===== src/rtl/data_sync_hs.sv =====
// Destination-side CDC receiver: per-channel request synchronizer, bus capture on the
// detected event, valid/ready hold toward the consumer and toggle acknowledge to the source.
module data_sync_hs_ch #(
  parameter int NUM_STAGES = 2,
  parameter int BUS_WIDTH  = 8,
  parameter int REQ_MODE   = 1
) (
  input  logic                 CLK,
  input  logic                 RST,
  input  logic                 req_async,
  input  logic [BUS_WIDTH-1:0] unsync_bus,
  output logic [BUS_WIDTH-1:0] sync_bus,
  output logic                 sync_valid,
  input  logic                 sync_ready,
  output logic                 ack_toggle,
  output logic                 err_drop
);
  typedef enum logic {IDLE = 1'b0, FULL = 1'b1} state_t;

  logic [NUM_STAGES-1:0] sync_pipe;
  logic                  prev;
  logic                  last;
  logic                  evt;
  logic                  fire;
  state_t                state, state_nxt;
  logic [BUS_WIDTH-1:0]  data_nxt;
  logic                  ack_nxt, err_nxt;

  assign last = sync_pipe[NUM_STAGES-1];

  always_ff @(posedge CLK or negedge RST)
    if (!RST) begin
      sync_pipe <= '0;
      prev      <= 1'b0;
    end else begin
      sync_pipe <= {sync_pipe[NUM_STAGES-2:0], req_async};
      prev      <= last;
    end

  if (REQ_MODE == 0) begin : g_lvl
    // A level already high at reset release must not look like a rise: hold off
    // edge detection until both last and prev carry post-reset samples.
    logic [NUM_STAGES:0] arm_pipe;
    always_ff @(posedge CLK or negedge RST)
      if (!RST) arm_pipe <= '0;
      else      arm_pipe <= {arm_pipe[NUM_STAGES-1:0], 1'b1};
    assign evt = last & ~prev & arm_pipe[NUM_STAGES];
  end else begin : g_tgl
    assign evt = last ^ prev;
  end

  assign sync_valid = (state == FULL);

  always_comb begin
    state_nxt = state;
    data_nxt  = sync_bus;
    ack_nxt   = ack_toggle;
    err_nxt   = err_drop;
    fire      = (state == FULL) & sync_ready;
    unique case (state)
      IDLE: if (evt) begin
        state_nxt = FULL;
        data_nxt  = unsync_bus;
      end
      FULL: if (fire) begin
        ack_nxt = ~ack_toggle;
        // back-to-back: refill in the same cycle the consumer drains
        if (evt) data_nxt  = unsync_bus;
        else     state_nxt = IDLE;
      end else if (evt) begin
        err_nxt = 1'b1;
      end
      default: ;
    endcase
  end

  always_ff @(posedge CLK or negedge RST)
    if (!RST) begin
      state      <= IDLE;
      sync_bus   <= '0;
      ack_toggle <= 1'b0;
      err_drop   <= 1'b0;
    end else begin
      state      <= state_nxt;
      sync_bus   <= data_nxt;
      ack_toggle <= ack_nxt;
      err_drop   <= err_nxt;
    end
endmodule

module data_sync_hs #(
  parameter int NUM_STAGES = 2,
  parameter int BUS_WIDTH  = 8,
  parameter int NUM_CH     = 2,
  parameter int REQ_MODE   = 1
) (
  input  logic                        CLK,
  input  logic                        RST,
  input  logic [NUM_CH-1:0]           req_async,
  input  logic [NUM_CH*BUS_WIDTH-1:0] unsync_bus,
  output logic [NUM_CH*BUS_WIDTH-1:0] sync_bus,
  output logic [NUM_CH-1:0]           sync_valid,
  input  logic [NUM_CH-1:0]           sync_ready,
  output logic [NUM_CH-1:0]           ack_toggle,
  output logic [NUM_CH-1:0]           err_drop
);
  logic [NUM_CH-1:0][BUS_WIDTH-1:0] din, dout;

  assign din      = unsync_bus;
  assign sync_bus = dout;

  for (genvar c = 0; c < NUM_CH; c++) begin : g_ch
    data_sync_hs_ch #(
      .NUM_STAGES(NUM_STAGES),
      .BUS_WIDTH (BUS_WIDTH),
      .REQ_MODE  (REQ_MODE)
    ) u_ch (
      .CLK       (CLK),
      .RST       (RST),
      .req_async (req_async[c]),
      .unsync_bus(din[c]),
      .sync_bus  (dout[c]),
      .sync_valid(sync_valid[c]),
      .sync_ready(sync_ready[c]),
      .ack_toggle(ack_toggle[c]),
      .err_drop  (err_drop[c])
    );
  end
endmodule


===== config.mk =====
export PLATFORM = sky130hd
export DESIGN_NAME = data_sync_hs
export DESIGN_NICKNAME = d
export VERILOG_FILES = /design/src/rtl/data_sync_hs.sv
export SDC_FILE = /design/constraint.sdc
export NUM_CORES = 1
export LEC_CHECK = 0
export BUFFER_PORTS_ARGS = -buffer_cell sky130_fd_sc_hd__buf_2
export CORE_MARGIN = 4
export CORE_UTILIZATION = 39
export CTS_CLUSTER_DIAMETER = 150
export CTS_CLUSTER_SIZE = 10
export DETAILED_ROUTE_END_ITERATION = 16
export PLACE_DENSITY_LB_ADDON = 0.3
export SETUP_SLACK_MARGIN = 0.5
export SLEW_MARGIN = 5
export SYNTH_ARGS = -nofsm -noshare
export SYNTH_HDL_FRONTEND = slang
export SYNTH_SLANG_ARGS = --single-unit

===== constraint.sdc =====
create_clock -name CLK -period 1.3 [get_ports CLK]
set_input_delay 0.39 -clock CLK [delete_from_list [all_inputs] [get_ports CLK]]
set_output_delay 0.39 -clock CLK [all_outputs]
set_load 0.05 [all_outputs]

# --- Yosys cells after proc, flatten, opt, wreduce, memory -nomap -nowiden ---
# Index checks and enable logic that the tools add are counted.
word_totals:
  output_inout_bits: 22
  word_cells: 40
  regBits: 28
  in_bits: 22
op_classes:
  mux: 12
  bitwise: 10
  n_reduce_logical: 4
  eq_ne: 2
op_table:
  columns: ["cell", "count"]
  rows:
  - ["$mux 8", 4]
  - ["$pmux 8 s2", 2]
  - ["$not 1->1", 6]
  - ["$reduce_and 3->1", 2]
  - ["$mux 1", 4]
  - ["$ne 2x1->1 const B", 2]
  - ["$pmux 1 s2", 2]
  - ["$reduce_and 2->1", 2]
  - ["$and 1x1->1", 2]
  - ["$xor 1x1->1", 2]

# --- Logic depth before layout (Yosys ltp) ---
# Gate-level depths: netlist (run 1).
logic_depth:
  depth_word: 4
  mapped_depth: 4

# --- Modules after synthesis ---
# Synthesis (run 1) repeated with hierarchy kept, for this count alone.
hier_totals:
  hier_cells: 60
  area_unflattened_um2: 993.5
by_module_without_submodules:
  columns: ["mod", "instances", "area_per_inst_um2", "cells_each", "seq_area_each_um2"]
  rows:
  - ["data_sync_hs_ch", 2, 496.7, 30, 350.3]

# --- Least setup slack after synthesis (run 1) ---
# No wires, ideal clock.
synth_path:
  kind: "register -> register"
  start: "reg g_ch[0].u_ch.sync_pipe[1]"
  end: "reg g_ch[0].u_ch.sync_bus[0]"
  stages_incl_launch_ff: 5
  slack_ns: 0.083
  path_buffers: 1
  t_arrival_ns: 1.092
  cell_sequence: "dfrtp_1 > xnor2_2 > nor2b_2 > buf_6 > mux2_4"
synth_between:
  elab_chain_len: 4
synth_rtl:
  columns: ["element", "line", "rtl"]
  rows:
  - ["from (decl)", "20", "logic [NUM_STAGES-1:0] sync_pipe;"]
  - ["from (signal assigned)", "36", "sync_pipe <= {sync_pipe[NUM_STAGES-2:0], req_async};"]
  - ["$xor 1x1->1 (*)", "49", "assign evt = last ^ prev;"]
  - ["$mux 8 (*)", null, null]
  - ["$mux 8", null, null]
  - ["$pmux 8 s2 (*)", null, null]
  - ["to (signal assigned)", "85", "sync_bus <= data_nxt;"]
  - ["to (decl)", "12", "output logic [BUS_WIDTH-1:0] sync_bus,"]
# Mark *: on every way between the ends. The rest lies on a longest branch, timed or not. The select of a mux whose other input is x is not followed.
# A chain may end at the register's enable or synchronous reset.

# --- Final worst setup path (run 1) ---
layout_path:
  start: "reg g_ch[1].u_ch.state"
  end: "out sync_valid[1]"
layout_lines:
  columns: ["element", "line", "rtl"]
  rows:
  - ["from (decl)", "25", "state_t state, state_nxt;"]
  - ["from (signal assigned)", "84", "state <= state_nxt;"]
  - ["to (decl)", "102", "output logic [NUM_CH-1:0] sync_valid,"]
# No word-level cell between the ends.

==> results.txt, run 1 <==
The unique cell type count in the Yosys netlist is 10. The number of flops mapped to enable cells by yosys is 0. The total detailed-routing wirelength came out at 2050 um. The arithmetic-cell share of the synthesized area counting full adders, half adders and majority gates came out at 0. The width of the die came out at 61.9 um. The worst-margin pin slew came out at 613 ps. The number of antenna violations at the first check in global routing came to 0. met2 is the most crowded layer. For this configuration, the core starts out at a cell density of 0.411. For this design the static power due to leakage is 0.867 nW. By count the netlist is led by dfrtp_1 (28), mux2_4 (16), buf_4 (6). The CTS sink count is 28. For the worst setup path, the data required time is 910 ps.

The net count reported at finish is 149. The area of the core region is 0.00276 sq mm. The cell area after layout came out at 0.00171 sq mm. Of the total synthesized cell area, the portion taken by AND, OR, NAND and NOR gates is 0.0530. Clock tree synthesis inserted a total of 3 buffers. The count of fill cells added during filler insertion is 222. Of the post-synthesis cell area, the dominant cell type holds 0.618. The floorplan die height is 61.9 um.

The most instantiated flip-flop cell in the synthesis netlist is dfrtp_1. The ratio of total power to cell area is 1710 mW/mm^2. The largest net degree at the start of global routing is 29. Among all stages on the critical path, the largest delay is contributed by dfrtp_1. The antenna diode count came out at 0. The global-route track usage on met2 is 0.206. The worst-case setup slack after placement came out at -303 ps. The share of the yosys chip area belonging to registers is 0.618. The number of buffers on the longest clock path is 2. The detailed-route DRC error count is 0. The critical path goes through buf_6, buf_8.

The iteration count of the initial detailed-routing pass came out at 2. The final count of hold timing violations is 0. The proportion of synthesized flip-flops having asynchronous set or reset is 1.00.

For this run, global-route usage on met1 was measured as 0.121. In this run the cell area measured after placement is 0.00136 sq mm. The worst slew margin relative to its limit came out at 0.592. The maximum operating frequency is 728 MHz. Relative to the synthesized area, the layout overhead comes to 50.7%. The most area-hungry cell type in the Yosys netlist is dfrtp_1.

The clock transition time at the flip-flop clock pins of the worst setup and hold paths is 130 ps. The number of slew-limit violations in the final report is 0. In this run the tool buffered the top-level ports with 43 buffer cells. IR analysis of the VDD net gives a maximum drop of 0.00116 V. The setup path with the least slack is of type reg2out. In the final layout, the share of cells above drive strength 1 is 0.744.

The insertion delay to the later sink of the worst-skew pair is 310 ps. The maximum clock skew at final layout is 1.94 ps. The number of top-level design ports is 44. The DRC violation total after the first TritonRoute iteration came out at 9. Counting every net in the synthesized netlist gives 88. The worst setup path is captured at a primary output. The cell sitting at the root of the clock tree is a clkbuf_4. The flow ran to the end, but the final reports show violations. The cts-stage hold buffer count is 0. For this run, the slowest stage of the critical path takes 410 ps. The worst hold path class is in2async. After layout, the minimum clock period comes to 1370 ps. The total overflow left after global routing is 0.

The H-tree level count came out at 1. The summed instance area of the synthesized netlist came out at 0.00113 sq mm. The mux cell area share after synthesis came out at 0.212.

Data on the critical path arrives at its endpoint at 980 ps. The warning count from the yosys run is 0. The total die area came out at 0.00383 sq mm.

The fraction of synthesized cell area in xor and xnor cells is 0.0442. The kind of start point of the critical path is a flip-flop. The number of antenna-violating nets in the routed design came out at 0.

TritonCTS built the clock tree. By instance count, the leading cell after synthesis is dfrtp_1. The number of global-route vias before repair came out at 740. The placer's final routability congestion estimate came out at 0.607. The met3 demand-to-capacity share in global routing came out at 0.0475. The number of rows in the core area is 19. The number of setup violations in the final report is 18. The first-pass GRT wire length is 3110 um. The total vias in the final route came out at 704.

The final reports fail on negative setup slack. The cell count after synthesis is 66. The ratio of routed vias to standard cells is 4.51. After detailed routing, the average wire length per cell comes to 13.1 um. The top fanout value on the critical path is 2.

The final worst-path cycle share came out at 1.06. Setup repair after global routing could not meet its margin everywhere. The worst-case setup margin in the final layout is -73.0 ps. Max-cap violations in this run came to 0. Across every metal layer, demand over resource in global routing totals 0.113.

By area, the combinational part of the netlist is dominated by multiplexers. The number of synthesized register bits came out at 28. Sorting the synthesized cells by area gives the leading types as dfrtp_1 (62%), mux2_4 (21%), buf_4 (4.0%). After synthesis, the mean cell area works out to 17.2 sq um. The area fraction in compound gates after synthesis is 0.0132.
==> state kept, by name (all words and copies together), names as in the netlist <==
register and cells:
g_ch.u_ch.sync_valid 2, g_ch.u_ch.sync_pipe 4, g_ch.u_ch.ack_toggle 2, g_ch.u_ch.sync_bus 16, g_ch.u_ch.prev 2, g_ch.u_ch.err_drop 2
==> worst paths after layout <==
| path | start | slack [ps] | depth (start not counted) | endpoint |
|---|---|---|---|---|
| worst max-delay path | g_ch[1].u_ch.sync_valid | -70 | 2 | sync_valid[1] |
| worst min-delay path | RST | 70 | 1 | g_ch[0].u_ch.sync_bus[5] |
| worst max register to register | g_ch[0].u_ch.sync_valid | -20 | 5 | g_ch[0].u_ch.sync_bus[6] |
| worst min register to register | g_ch[1].u_ch.sync_pipe[0] | 360 | 0 | g_ch[1].u_ch.sync_pipe[1] |
| max in group asynchronous | RST | 830 | 1 | g_ch[0].u_ch.sync_valid |
| min in group CLK | req_async[0] | 180 | 1 | g_ch[0].u_ch.sync_pipe[0] |
==> cell usage in the layout (no fill, tap or decap), drive strengths merged <==
master / n
nor2b: 2
dfrtp: 28
mux2: 16
buf: 64
xnor2: 4
nand2b: 2
o21bai: 2
clkbuf: 3
nand2: 4
==> through the flow <==
step	TNS [ps]	instances	util	power, mW	hold slack, ps
final	-267	156	0.619	2.92	72.6
after global routing	-1360	156	0.619	3.06	98.5
after CTS	-263	152	0.602	2.90	77.3
after detailed placement	-4660	137	0.492	2.18	336
after global placement	-3940	137	0.492	2.16	333
after floorplan	0	66	-	2.02	94.4
==> power breakdown <==
part	internal [mW]	switching, mW	leakage [nW]
combinational	0.693	0.759	0.534
clock	0.108	0.219	0.0138
sequential	1.03	0.112	0.319
total	1.83	1.09	0.867
==> metal layers <==
metal	routed length, um	part of all wire
met1	791	0.39
met2	1080	0.53
met3	171	0.083
met4	9	0.0044
met5	0	0
==> worst max-delay path, delay by kind of cell, from the launching register on <==
family	cells	cell delay (ps)
flip-flops	1	410
buffers and inverters	2	260
==> what timing repair did <==
action	in CTS	in global routing
setup endpoints to repair	44	44
pin swaps	0	5
resized for setup	51	4
gates cloned	0	0
setup buffers	12	4
==> layout make-up <==
type,instances,area [sq um],area share
Clock buffer,3,22.5,0.0132
Tap cell,31,38.8,0.0227
Multi-Input combinational cell,30,395,0.232
Sequential cell,28,701,0.410
Timing Repair Buffer,64,551,0.322
==> cells by family (layout without fill, tap and decap cells) <==
group | count (synthesis) | count (layout)
xor gates and xnor gates | 4 | 4
buffers and inverters | 8 | 67
muxes | 16 | 16
AOI/OAI and AO/OA | 2 | 2
and+or+nand+nor | 8 | 8
DFF | 28 | 28
Note: power is estimated with default switching activity, not from simulation.
==> run 2: changes to the inputs <==
--- a/config.mk
+++ b/config.mk
@@ -12,7 +12,6 @@
 export CTS_CLUSTER_SIZE = 10
 export DETAILED_ROUTE_END_ITERATION = 16
 export PLACE_DENSITY_LB_ADDON = 0.3
-export SETUP_SLACK_MARGIN = 0.5
 export SLEW_MARGIN = 5
 export SYNTH_ARGS = -nofsm -noshare
 export SYNTH_HDL_FRONTEND = slang
==> run 2 against run 1 <==
Routed wire length grew 2.9%. Total power grew 7.5%. Critical path type unchanged. Cell area grew 1.2%. Clock skew grew 1.6 ps. Register-to-register slack is essentially flat. Worst hold slack lost 15 ps. The flow still finishes with violations (negative setup slack).
==> results.txt, run 2 (synthesis results as in run 1) <==
The run finished, with violations left. The checks that failed: negative setup slack. The number of buffers and inverters on the critical path is 2. The H-tree level count came out at 1. Clock tree synthesis selected as its root buffer the cell clkbuf_4. The depth of the most critical reg-to-reg path is 5. The critical setup path kind is reg2out. The floorplan die height is 61.9 um. The worst hold path class is in2async. The area of placed instances came out at 0.00136 sq mm. The iteration count of the initial detailed-routing pass is 2. The smallest hold slack is 57.1 ps. The number of antenna violations at the first check in global routing came out at 0. The largest net degree at the start of global routing came out at 29. The total detailed-routing wirelength came out at 2110 um. The library cell used most frequently in the layout, excluding fill and tap cells, is dfrtp_1. The die covers 0.00383 sq mm. TritonCTS built the clock tree. The antenna diode count is 0. Setup violations remaining at the end of the flow were counted as 13. The maximum operating frequency came out at 712 MHz. At the end of routability-driven placement, the weighted congestion stood at 0.630. The ratio of total power to cell area is 1810 mW/mm^2. For this design the top-level I/O count stands at 44.

Among cell families on the critical path, the largest total delay comes from flip-flops. On the critical path, the stage with the largest delay is an instance of dfrtp_1. In the routed design, unresolved DRC markers number 0.

Detailed placement finished with a half-perimeter wire length of 1340 um. Setup slack on the critical path of the routed design comes to -105 ps. The total vias in the final route is 713. The final worst-path cycle share is 1.08. The critical path goes through buf_6, buf_8.

The total congestion overflow came out at 0. STA classifies the critical path endpoint as a primary output. The share of layout cells above drive strength 1 is 0.717.

The instance count after placement with tap cells included came out at 137. The final count of hold timing violations was 0. The clock transition time at the flip-flop clock pins of the worst setup and hold paths came out at 140 ps. The DRC violation total after the first TritonRoute iteration is 11. The count of nets left with antenna violations once routing finished came out at 0. The kind of start point of the critical path is a flip-flop. After floorplanning, the core was sized to cover 0.00276 sq mm. The worst-case IR drop observed on VDD is 0.00131 V. The initial core utilization came out at 0.411. The total of max-cap violations is 0. The register with the most flip-flops in the final layout is g_ch.u_ch.sync_bus.

The worst register-to-register path ends at g_ch[1].u_ch.sync_bus[3]. The maximum clock skew at final layout is 3.59 ps. In this run the worst setup path terminates at sync_valid[0].

For the pin with the worst max-slew slack, the measured transition is 613 ps. The largest registers in the layout are g_ch.u_ch.sync_bus x16, g_ch.u_ch.sync_pipe x4. The initialized floorplan defines 19 standard-cell rows. The net count of the finished layout is 150.

Before CTS, the worst setup slack after placement is -314 ps. Data arrives at the worst endpoint at 1010 ps. In this run the critical register-to-register path is launched from g_ch[1].u_ch.sync_valid.

The all-layer global routing usage came out at 0.116. The number of flip-flops under the largest register name is 16. Setup repair after global routing could not meet its margin everywhere. The library cells used most frequently in the layout, excluding fill and tap cells, are dfrtp_1 (28), buf_6 (23), buf_2 (21).

The insertion delay to the later sink of the worst-skew pair came out at 320 ps. The setup slack on the worst flop-to-flop path is -20 ps. The leakage power figure came out at 0.877 nW. The layout-stage area growth over the synthesis result came out at 52.5%.

The top fanout value on the critical path came out at 2. The critical path's largest stage delay came out at 430 ps. The time the final worst path needs with I/O delays and setup is 1400 ps.

The number of slew-limit violations in the final report is 0. The total power consumption of the routed design came out at 3.14 mW. The number of non-filler instances in the completed layout is 158. Counting buffers and inverters, the worst setup path is 2 cells deep. Once layout is done, the placed cells without fillers occupy 0.00173 sq mm. The mean routed wirelength per cell is 13.3 um. The most critical setup path has its startpoint at g_ch[0].u_ch.sync_valid. The ratio of routed vias to standard cells is 4.51. The CTS sink count came out at 28.

The number of buffers on the longest clock path came out at 2. During placement, the flow inserted port buffers numbering 43. The number of global-route vias before repair is 769.

The worst slew margin relative to its limit is 0.591. The first-pass GRT wire length is 3200 um. STA puts the critical path data required time at 910 ps. Measured along the x axis, the die boundary spans 61.9 um. Counting the buffers created by CTS gives 3.
run 2: cell count changes in the layout (fill, tap and decap cells not counted):
cell and change:
buf_6 +1, xnor2_2 -1, nand2_1 +3, nand2_2 -2
xnor2_1 +1, bufinv_16 +1, nand2_4 -1
run 2: worst min path at each step:
stage	end	slack, ps	depth (start not counted)
6_report	g_ch[1].u_ch.sync_valid	60	1
5_1_grt	g_ch[1].u_ch.sync_valid	80	1
4_1_cts	g_ch[1].u_ch.sync_valid	60	1
3_5_place_dp	g_ch[1].u_ch.sync_pipe[1]	340	0
3_3_place_gp	g_ch[1].u_ch.sync_pipe[1]	330	0
2_1_floorplan	g_ch[0].u_ch.ack_toggle	90	0
run 2: per-stage QoR:
stage / util / TNS, ps
global placement: 0.492 / -3880
finish: 0.627 / -296
detailed placement: 0.492 / -4640
CTS: 0.612 / -556
floorplan: - / 0
global route: 0.627 / -1630
run 2: timing repair:
item | 4_1_cts | 5_1_grt
resized for setup | 50 | 1
endpoints found under the setup margin | 38 | 38
pin swaps | 0 | 0
hold buffers | 0 | 0
setup buffers | 12 | 5
run 2: cell type report:
type	instances	area, sq um
fillers	219	1030
repair buffers	65	562
multi-input cells	30	375
well taps	31	38.8
clock buffers	3	22.5
flip-flops and latches	28	701
clock inverters	1	30.0
run 2: power by group:
group / leakage [nW] / switching [mW] / internal, mW
combinational: 0.530 / 0.750 / 0.690
clock: 0.0279 / 0.242 / 0.312
sequential: 0.319 / 0.118 / 1.03
run 2: metal layers:
metal / share of wire / GRT usage
met1: 0.39 / 0.141
met2: 0.50 / 0.193
met3: 0.095 / 0.0372
met4: 0.014 / 0.0455
met5: 0 / 0
==> run 3: changes to the inputs <==
--- a/config.mk
+++ b/config.mk
@@ -15,4 +15,5 @@
 export SLEW_MARGIN = 5
 export SYNTH_ARGS = -nofsm -noshare
 export SYNTH_HDL_FRONTEND = slang
+export SYNTH_HIERARCHICAL = 1
 export SYNTH_SLANG_ARGS = --single-unit
==> run 3 against run 2 <==
Setup slack gained 110 ps. Sequential share of layout area shrank 0.38 points. Die area shrank 11%. The run now ends clean. Highest routed layer unchanged. Clock power shrank 1%. First-iteration DRC count grew 18%. Non-clock buffer count grew 6. Clock skew shrank 1.5 ps. Worst hold slack gained 110 ps.
==> results.txt, run 3 <==
The worst path meets setup with 0.660 ps of slack. The number of synthesized register bits came out at 28. The floorplan die height came out at 58.5 um. The switching part of the total is 0.354. Traced cell by cell, the critical path runs through buf_6. The share of the yosys chip area belonging to registers came out at 0.705.

The largest registers in the layout are g_ch.u_ch/sync_bus x16, g_ch.u_ch/sync_pipe x4. The CTS sink count came out at 28. The repair_antennas step left the layout with diodes totalling 0.

Of the cells placed in the final design, the portion with a size suffix greater than 1 is 0.711. Yosys instantiated no cell more often than dfrtp_1. Leaving out fill and tap cells, the most frequent cell in the layout is dfrtp_1. The maximum operating frequency came out at 770 MHz. The summed instance area of the synthesized netlist is 993 sq um.

Setup repair after global routing could not meet its margin everywhere. The number of setup violations in the final report came out at 0. The number of antenna-violating nets in the routed design came out at 0. The average footprint of a synthesized cell is 16.6 sq um. The register with the most flip-flops in the layout has 16 of them. Once layout is complete, the utilization of the core stands at 0.714. The setup slack on the worst flop-to-flop path is 0.7 ps.

The total vias in the final route is 747. Port buffering added 43 buffers. Clock-pin slew was measured on the worst setup and hold paths at 130 ps. In the synthesized netlist the dominant register cell turns out to be dfrtp_1.

The combinational share of power came out at 0.464. The maximum ir drop on the vdd rail is 0.00145 V. For this run, the number of standard cells in the final layout without fillers is 165.

The number of global-route vias before repair was 813. The worst setup path is launched from a flip-flop. The number of nets in the synthesized netlist is 82. The DRC violation total after the first TritonRoute iteration is 13. The register containing the most flip-flops in the final layout is g_ch.u_ch/sync_bus. For this run, the slowest stage of the critical path takes 430 ps.

The worst setup path is captured at a primary output. The die is 58.5 um wide. At the worst endpoint, the required time is 910 ps. The final count of hold timing violations is 0. The total congestion overflow is 0.

The top fanout value on the critical path is 2. The number of slew-limit violations in the final report came out at 0. The number of buffers on the longest clock path came out at 2. For the final database, setup skew stands at 2.12 ps. The number of rows in the core area came out at 18.

The HPWL after detailed placement is 1390 um. The tightest min-delay check is of the in2reg type. Across the run, the number of max-cap violations was 0.

The worst slew margin relative to its limit came out at 0.782. Internal power comes to 2.03 mW. The net count of the finished layout is 158. Pin placement for this block handled 44 I/O pins. Entering global routing, the biggest net connects 17 pins. The final total negative setup slack came out at 0 ps. After synthesis, the netlist uses 7 different library cells. The source of the worst hold timing path is req_async[1]. In this run the power density over the cells is 1790 mW/mm^2.

The endpoint identified for the worst register-to-register timing path is g_ch[0].u_ch/sync_bus[0]. The number of antenna violations at the first check in global routing is 0. The mean routed wirelength per cell is 13.4 um.

The area of the core region is 0.00245 sq mm. The arrival time of the worst setup path came out at 910 ps. Counting cells, the worst reg-to-reg path comes to 4. Before antenna repair, the detailed router went through 3 iterations. Among all stages on the critical path, the largest delay is contributed by dfrtp_1. For this design the total switching power over the nets is 1.11 mW. The placer's final routability congestion estimate is 0.661. Yosys attributes the largest share of cell area to dfrtp_1 (71%), mux2_2 (18%), xnor2_1 (3.5%). The total detailed-routing wirelength is 2210 um. The total die area is 0.00342 sq mm. The final worst-path cycle share is 0.999. Of all cell types, the one taking the most synthesized area is dfrtp_1.

The time the final worst path needs with I/O delays and setup is 1300 ps. In the synthesized netlist the async set-or-reset flop fraction comes to 1.00. Clock tree synthesis inserted a total of 3 buffers. The insertion delay to the later sink of the worst-skew pair is 320 ps. Counting instances in the post-synthesis netlist gives the leading cell types as dfrtp_1 (28), mux2_2 (16), nand2_1 (6). The critical setup path kind is reg2out. The worst register-to-register path begins at g_ch[0].u_ch/sync_valid.

Grouping stages by cell kind, the critical path spends the most delay in flip-flops. Counting instances, the worst hold path has a depth of 1. In the layout the commonest cells are dfrtp_1 (26), buf_4 (25), buf_6 (22).

In the routed layout, each cell is associated on average with a via count of 4.53. The portion of total power attributed to sequential cells is 0.362. The layout-stage area growth over the synthesis result came out at 76.3%. Yosys mapped a number of flops with a built-in enable equal to 0. The initial core utilization came out at 0.405. The detailed-route DRC error count is 0.

The clock tree from TritonCTS is done. The H-tree level count is 1. The relative contribution of the clock network to total power is 0.174. The warning count from the yosys run is 6.

The number of buffer and inverter stages on the critical path is 1. In the global route stage, overall resource usage came out at 0.136. The first global-routing pass estimated 3570 um of wire. The instance count after placement with tap cells included came out at 136. The share of the synthesized area in the top cell type is 0.705. The worst-margin pin slew came out at 326 ps. The sink of the worst hold path is g_ch[1].u_ch/sync_pipe[0].

The count of cell instances traversed by the critical path is 1. The worst-case setup slack after placement came out at -47.8 ps. The tree is rooted in a clkbuf_4. The flow ran to the end, and the final reports show no timing, DRC or antenna violations. The leakage power figure came out at 0.885 nW. The cell count after synthesis came out at 60.
==> run 3: layout make-up <==
class                           count  area, sq um
Timing Repair Buffer               71          591
Sequential cell                    28          703
Clock buffer                        3         22.5
Inverter                            2         7.51
Clock inverter                      1         30.0
Fill cell                         151          703
Tap cell                           30         37.5
Multi-Input combinational cell     30          360
==> run 3: cells by family after synthesis <==
logic type	Yosys count	share of synthesized area
compound gates	4	0.0479
xor+xnor	4	0.0353
buf+inv	2	0.00756
flops	28	0.705
mux	16	0.181
simple gates	6	0.0227
==> run 3: worst max path at each step <==
| stage | from | endpoint | slack (ps) |
|---|---|---|---|
| 3_5_place_dp | g_ch[0].u_ch/sync_pipe[1] | g_ch[0].u_ch/sync_bus[0] | -50 |
| 2_1_floorplan | g_ch[0].u_ch/sync_valid | g_ch[0].u_ch/sync_bus[0] | 20 |
| 5_1_grt | g_ch[1].u_ch/sync_valid | sync_valid[1] | -50 |
| 4_1_cts | g_ch[0].u_ch/sync_bus[0] | sync_bus[0] | -20 |
| 6_report | g_ch[0].u_ch/sync_bus[0] | sync_bus[0] | 0.7 |
| 3_3_place_gp | g_ch[1].u_ch/sync_pipe[1] | g_ch[1].u_ch/sync_bus[0] | 2 |
==> run 3: repair_timing <==
item                                    4_1_cts  5_1_grt
hold buffers                                  1        0
pin swaps                                     2        2
resized for setup                            62        0
endpoints found under the setup margin       38       38
hold endpoints to repair                     13        0
buffers inserted                             13       11
==> run 3: per-layer routing <==
metal  GRT usage  wire length (um)
met5           0                 0
met4      0.0596                48
met3      0.0219               104
met2       0.236              1200
met1       0.166               855
==> run 3: metrics by stage <==
stage	power, mW	hold WS, ps	area [sq um]
after global routing	3.27	134	1750
after floorplan	1.83	94.4	996
after global placement	2.06	304	1270
final	3.14	165	1750
after detailed placement	2.08	308	1270
after CTS	3.07	149	1670
==> run 3: power groups by stage <==
| stage | clock network (mW) | registers (mW) | logic [mW] |
|---|---|---|---|
| 6_report | 0.546 | 1.14 | 1.46 |
| 5_1_grt | 0.605 | 1.15 | 1.51 |
| 4_1_cts | 0.566 | 1.14 | 1.37 |
| 3_5_place_dp | 0 | 1.13 | 0.953 |
| 3_3_place_gp | 0 | 1.12 | 0.936 |
| 2_1_floorplan | 0 | 1.65 | 0.183 |
